--- config.mk ---
export PLATFORM = sky130hd
export DESIGN_NAME = if_fetch
export DESIGN_NICKNAME = d
export VERILOG_FILES = /design/src/rtl/if_fetch.sv
export SDC_FILE = /design/constraint.sdc
export NUM_CORES = 1
export LEC_CHECK = 0
export ABC_AREA = 0
export CAP_MARGIN = 20
export CELL_PAD_IN_SITES_DETAIL_PLACEMENT = 1
export CELL_PAD_IN_SITES_GLOBAL_PLACEMENT = 2
export CORE_UTILIZATION = 27
export DETAILED_ROUTE_END_ITERATION = 12
export PLACE_DENSITY_LB_ADDON = 0.15
export SLEW_MARGIN = 20
export SYNTH_ARGS = -nofsm -noshare
export SYNTH_HDL_FRONTEND = slang
export SYNTH_SLANG_ARGS = --single-unit
export TNS_END_PERCENT = 100
--- constraint.sdc ---
create_clock -name clk -period 2.54 [get_ports clk]
set_input_delay 0.508 -clock clk [delete_from_list [all_inputs] [get_ports clk]]
set_output_delay 0.508 -clock clk [all_outputs]
set_load 0.02 [all_outputs]
--- src/rtl/if_fetch.sv ---
// Instruction-fetch stage: owns the PC, fetches over a req/ack bus and presents
// if_pc/if_inst to IF/ID, honouring delay-slot branches and exception flushes.
module if_fetch #(
  parameter int                 ADDR_W   = 32,
  parameter int                 DATA_W   = 32,
  parameter logic [ADDR_W-1:0]  RESET_PC = '0
) (
  input  logic              clk,
  input  logic              rst,
  input  logic [5:0]        stall,
  input  logic              branch_flag_i,
  input  logic [ADDR_W-1:0] branch_target_i,
  input  logic              flush_i,
  input  logic [ADDR_W-1:0] new_pc_i,
  output logic              ibus_req,
  output logic [ADDR_W-1:0] ibus_addr,
  input  logic              ibus_ack,
  input  logic [DATA_W-1:0] ibus_rdata,
  output logic              stallreq_from_if,
  output logic [ADDR_W-1:0] if_pc,
  output logic [DATA_W-1:0] if_inst
);

  typedef enum logic [1:0] {
    S_IDLE  = 2'd0,
    S_REQ   = 2'd1,
    S_VALID = 2'd2,
    S_DRAIN = 2'd3
  } state_t;

  state_t            state_q, state_d;
  logic [ADDR_W-1:0] pc_q, pc_d;
  logic [DATA_W-1:0] buf_q, buf_d;
  logic              br_pend_q, br_pend_d;
  logic [ADDR_W-1:0] br_target_q, br_target_d;
  logic [ADDR_W-1:0] drain_addr_q, drain_addr_d;
  logic [ADDR_W-1:0] next_pc;

  // Only the PC-stage bit of the ctrl stall vector concerns this stage.
  logic unused_stall;
  assign unused_stall = ^stall[5:1];

  // A branch seen in the same cycle the VALID stage advances wins over anything pending.
  assign next_pc = branch_flag_i ? branch_target_i
                 : (br_pend_q    ? br_target_q : pc_q + ADDR_W'(4));

  // NOTE: every variable gets a default before the case so no path leaves one unassigned (no latches).
  always_comb begin
    state_d      = state_q;
    pc_d         = pc_q;
    buf_d        = buf_q;
    br_pend_d    = br_pend_q;
    br_target_d  = br_target_q;
    drain_addr_d = drain_addr_q;

    if (branch_flag_i) begin
      br_target_d = branch_target_i;
      br_pend_d   = 1'b1;
    end

    unique case (state_q)
      S_IDLE: begin
        state_d = S_REQ;
        if (flush_i) begin
          pc_d      = new_pc_i;
          br_pend_d = 1'b0;
        end
      end
      S_REQ: begin
        if (flush_i) begin
          pc_d      = new_pc_i;
          br_pend_d = 1'b0;
          if (ibus_ack) begin
            buf_d   = '0;
            state_d = S_REQ;
          end else begin
            // The bus must see the old address until the slave acks it.
            drain_addr_d = pc_q;
            state_d      = S_DRAIN;
          end
        end else if (ibus_ack) begin
          buf_d   = ibus_rdata;
          state_d = S_VALID;
        end
      end
      S_VALID: begin
        if (flush_i) begin
          pc_d      = new_pc_i;
          br_pend_d = 1'b0;
          buf_d     = '0;
          state_d   = S_REQ;
        end else if (!stall[0]) begin
          pc_d      = next_pc;
          br_pend_d = 1'b0;
          state_d   = S_REQ;
        end
      end
      S_DRAIN: begin
        if (flush_i) begin
          pc_d      = new_pc_i;
          br_pend_d = 1'b0;
        end
        if (ibus_ack) state_d = S_REQ;
      end
      default: state_d = S_IDLE;
    endcase
  end

  // NOTE: sequential state uses non-blocking assignments only.
  always_ff @(posedge clk) begin
    if (rst) begin
      state_q      <= S_IDLE;
      pc_q         <= RESET_PC;
      buf_q        <= '0;
      br_pend_q    <= 1'b0;
      br_target_q  <= '0;
      drain_addr_q <= '0;
    end else begin
      state_q      <= state_d;
      pc_q         <= pc_d;
      buf_q        <= buf_d;
      br_pend_q    <= br_pend_d;
      br_target_q  <= br_target_d;
      drain_addr_q <= drain_addr_d;
    end
  end

  assign ibus_req         = (state_q == S_REQ) || (state_q == S_DRAIN);
  assign stallreq_from_if = ibus_req;
  assign ibus_addr        = (state_q == S_DRAIN) ? drain_addr_q : pc_q;
  assign if_pc            = (state_q == S_VALID) ? pc_q  : '0;
  assign if_inst          = (state_q == S_VALID) ? buf_q : '0;

endmodule

=== Word level (Yosys, flattened, before mapping) ===
Cells that the tools add are included.

* Register bits after elaboration: 131
* Input bits: 107
* Output and inout bits: 98
* Logic and storage cells: 51

* $add $sub $neg: 1
* Equal/unequal tests: 9
* Muxes and demuxes: 26
* Bitwise logic cells: 1
* Reduce and logical (&&, ||, !) cells: 8

{| class="wikitable"
|+ Operators by type and width
! kind !! number
|-
| $mux W32 || 12
|-
| $pmux W32 S2 || 2
|-
| $add A32 B3 Y32 const B || 1
|-
| $mux W2 || 6
|-
| $reduce_and A3 Y1 || 3
|-
| $pmux W2 S4 || 1
|-
| $ne A2 B2 Y1 const B || 3
|-
| $ne A3 B3 Y1 const B || 2
|-
| $eq A2 B2 Y1 const B || 2
|-
| $mux W1 || 4
|-
| $reduce_or A3 Y1 || 1
|-
| $eq A2 B1 Y1 const B || 1
|-
| $logic_not A2 Y1 || 1
|-
| $ne A2 B1 Y1 const B || 1
|-
| $pmux W1 S2 || 1
|-
| $reduce_and A2 Y1 || 1
|-
| $reduce_bool A2 Y1 || 1
|-
| $logic_or A1 B1 Y1 || 1
|-
| $not A1 Y1 || 1
|}

=== Depth between registers and ports, before layout ===
* Depth in word-level cells: 6
* Mapped depth: 7
* Depth with buffers taken out: 6

=== Least setup slack after synthesis ===
OpenSTA, ideal clock, no wires.

* Path type: register to register
* Start point: register pc_q[2]
* End point: register pc_q[18]
* Setup time: 0.086 ns
* Arrival: 1.918 ns
* Required time: 2.454 ns
* Slack: 0.535 ns
* Cell stages (with the launch flop): 8
* Buffers on the path: 1
* Clock period less this slack: 2.005 ns
* Path through: dfxtp_1 -> ha_1 -> nand2_1 -> or4_1 -> buf_2 -> nor4_1 -> o21ai_1 -> a221oi_2

* Longest elaborated chain between the ends: 6

{| class="wikitable"
|+ RTL lines
! element !! RTL line !! text
|-
| start: declaration || 32 || <nowiki>logic [ADDR_W-1:0] pc_q, pc_d;</nowiki>
|-
| start signal: assignment || 120 || <nowiki>pc_q <= pc_d;</nowiki>
|-
| $add A32 B3 Y32 || 45 || <nowiki>: (br_pend_q ? br_target_q : pc_q + ADDR_W'(4));</nowiki>
|-
| $mux W32 || 45 ||
|-
| $mux W32 || 44 || <nowiki>assign next_pc = branch_flag_i ? branch_target_i</nowiki>
|-
| $mux W32 || 92 || <nowiki>end else if (!stall[0]) begin</nowiki>
|-
| $mux W32 || 87 || <nowiki>if (flush_i) begin</nowiki>
|-
| $pmux W32 S2 || 61 || <nowiki>unique case (state_q)</nowiki>
|}

Every way passes these cells. The select of a mux whose other input is x is not followed.
A chain may end at the register's enable or synchronous reset.

=== Final worst setup path ===
* Start point: register state_q[1]
* End point: output port ibus_addr[21]

* Longest elaborated chain between the ends: 2

{| class="wikitable"
|+ RTL lines
! element !! RTL line !! text
|-
| start: declaration || 31 || <nowiki>state_t state_q, state_d;</nowiki>
|-
| start signal: assignment || 119 || <nowiki>state_q <= state_d;</nowiki>
|-
| $eq A2 B2 Y1 || 130 || <nowiki>assign ibus_addr = (state_q == S_DRAIN) ? drain_addr_q : pc_q;</nowiki>
|-
| $mux W32 || 130 ||
|-
| end: declaration || 16 || <nowiki>output logic [ADDR_W-1:0] ibus_addr,</nowiki>
|}

Every way passes these cells.

==> flow_summary.yaml <==
worst_setup_path:
  crit_type: "reg2out"
  r2r_cells: 5
  r2r_slack_ps: 420
  end_kind: "output pin"
  slowest_delay_ps: 410
  path_max_fanout: 32
  worst_r2r_endpoint: "pc_q[18]$_SDFFE_PP0P_"
  crit_slowest_cell: "mux2_2"
  crit_arrival_ps: 1860
  cpLargestDelayFamily: "buffers and inverters"
  crit_buf_inv: 2
  cp-startpoint: "state_q[1]$_SDFFE_PP0P_"
  crit_chain: "nand2_1, buf_12, mux2_2, dlygate4sd2_1"
  reg2reg_from: "pc_q[8]$_SDFFE_PP0P_"
  required_ps: 2030
  start_kind: "register"
routing:
  drc: 0
  routedWlPerCell_um: 17.9
  drtIter0Drc: 294
  drtPass1Iterations: 4
  viasPerCell: 4.91
  antenna_left: 0
  drt_wl_total_um: 25100
  vias: 6899
placement:
  place_congestion: 0.749
  dp.final_hpwl_um: 17700
  portBuffers: 199
  pre_cts_ws_ps: 84.9
synthesis:
  synth_edf_count: 0
  syn_area_um2: 6880
  synthArstFlopShare: 0
  postSynthCellCount: 878
  syn-num-nets: 986
  synth_seq_cells: 131
  yosysSeqAreaShare: 0.381
  synthFlopType: "dfxtp_1"
  yosys_warnings: 0
  synth_cell_types: 64
  avgSynthCellArea_um2: 7.83
layout:
  nets: 1171
  n_fill_cell: 2996
  antenna_cells: 0
  final_common_cell: "nand2_1"
  syn_to_final_growth_pct: 44.6
  layout_common_cells: "133 x nand2_1, 130 x dfxtp_1, 100 x clkdlybuf4s50_1"
  fin_util: 0.396
  drive_gt1_frac: 0.115
clock_tree:
  hold_buffers: 0
  cts_tree: "done"
  cts_buffers: 17
  insertion_delay_ps: 420
  root_buffer: "clkbuf_16"
  numClockSinks: 131
  cts.clk_slew.worst_paths_ps: 60
  cts_htree_levels: 4
  clockBufferDepth: 2
timing:
  grt_setup_unrepaired: "false"
  setup_tns_ps: 0
  skew_ps: 11.0
  hold_violations: 0
  finalSetupViolCount: 0
  maxSlewHeadroom: 0.513
  fin_ws_ps: 170
  period_share: 0.933
  max_freq_mhz: 422
  worst_pin_slew_ps: 728
  slew_viol_final: 0
  min_period_ps: 2370
pwr:
  clockPowerShare: 0.462
  intPower_w: 0.00423
  p_per_area_nw_per_um2: 577
  switchingPower_w: 0.00151
  combPwrFrac: 0.147
  peakVddDrop_uv: 393
  power_switching_share: 0.263
  power_w: 0.00573
  p_leak_nw: 4.31
  pwr-share-seq: 0.390
floorplanning:
  start_util: 0.274
  io_pins: 205
  core_region_area_um2: 25100
  fp.dieArea_um2: 26100
  die_h_um: 162
  rows: 58
  die_x_um: 162
worst_hold_path:
  whs_path_depth: 2
  hp-start: "drain_addr_q[6]$_SDFFE_PP0P_"
  hold_path_end: "drain_addr_q[6]$_SDFFE_PP0P_"
  hold_class: "reg2reg"
global_route:
  grt_max_degree: 61
  antenna_found_initial: 1
  grt_overflow: 0
  grt_pass1_vias: 6977
  grt_use_total: 0.196
  grt_pass1_wl_um: 39600
job:
  drv_cap: 0
outcome:
  status: "completed"
what timing repair did:
action	CTS	global route
endpoints found under the setup margin	96	10
buffers inserted	0	0
resized for setup	87	10
through the flow:
stage	hold slack, ps	instances	cell area (um^2)
final	451	1406	9940
after detailed placement	447	1374	9400
after floorplan	434	878	6880
after CTS	456	1406	9920
after global routing	473	1406	9940
after global placement	440	1374	9400
layer usage:
layer / GRT usage / wire length [um] / up-vias
li1: - / - / 3417
met1: 0.247 / 11500 / 3311
met2: 0.327 / 11800 / 152
met3: 0.0616 / 1640 / 17
met4: 0.0386 / 177 / 2
met5: 0 / 13 / -
worst reg2reg max path: stages (launching register included):
cell	delay, ps
dfxtp_1	540
nand2_1	200
or4_1	700
nor4_1	290
o21ai_1	110
a221oi_2	200
worst max path at each step:
stage | slack (ps) | endpoint | cells past startpoint
floorplan | 540 | pc_q[18]$_SDFFE_PP0P_ | 7
global placement | 110 | pc_q[20]$_SDFFE_PP0P_ | 6
detailed placement | 80 | pc_q[20]$_SDFFE_PP0P_ | 6
CTS | 6 | if_pc[18] | 5
global route | 90 | if_inst[31] | 5
finish | 170 | ibus_addr[21] | 4
Yosys cell counts (all sizes together), types with 2 or more instances:
cell,count,area (um^2)
a2111oi,4,37.5
a211o,2,17.5
a211oi,10,75.1
a21o,3,22.5
a21oi,83,415
a221o,3,30.0
a221oi,12,111
a22oi,37,278
a311oi,3,26.3
a31oi,4,25.0
and2,65,407
and3,7,43.8
and3b,2,17.5
and4,2,17.5
buf,22,103
clkbuf,60,226
dfxtp,131,2620
inv,17,63.8
mux2,32,360
mux2i,20,200
nand2,133,499
nand2b,6,37.5
nand3,14,70.1
nand4,8,65.1
nor2,89,334
nor2b,8,50.1
nor3,10,50.1
nor3b,3,27.5
nor4,3,31.3
o211ai,7,52.6
o21a,4,30.0
o21ai,25,125
o22ai,7,43.8
o2bb2ai,3,26.3
o31ai,4,30.0
or3b,2,17.5
xnor2,6,52.6
xor2,11,96.3
sequential cells by signal, indices dropped and copies added (netlist names):
register,cells
pc_q,32
drain_addr_q,32
buf_q,32
br_target_q,32
br_pend_q,1
state_q,2
area by class of cell:
| cell class | instances | area, um^2 | share of cell area |
|---|---|---|---|
| well taps | 330 | 413 | 0.0415 |
| clock buffers | 20 | 447 | 0.0449 |
| multi-input cells | 647 | 3870 | 0.389 |
| flip-flops and latches | 131 | 2620 | 0.264 |
| clock inverters | 12 | 180 | 0.0181 |
| inverters | 18 | 67.6 | 0.00680 |
| repair buffers | 248 | 2340 | 0.235 |
kinds of logic after synthesis:
family | after synthesis | share of synthesized area
muxes | 52 | 0.0815
AOI/OAI and AO/OA | 221 | 0.209
and+or+nand+nor | 356 | 0.247
adders and majority gates | 1 | 0.00182
DFF | 131 | 0.381
xor gates and xnor gates | 17 | 0.0216
buffers and inverters | 100 | 0.0577
power groups by stage:
stage	sequential [W]	clock [W]	combinational (W)
2_1_floorplan	0.00224	0	0.000470
3_3_place_gp	0.00228	0	0.000879
3_5_place_dp	0.00228	0	0.000888
4_1_cts	0.00224	0.00273	0.000860
5_1_grt	0.00225	0.00280	0.000927
6_report	0.00224	0.00265	0.000844
(Power assumes the default switching activity.)
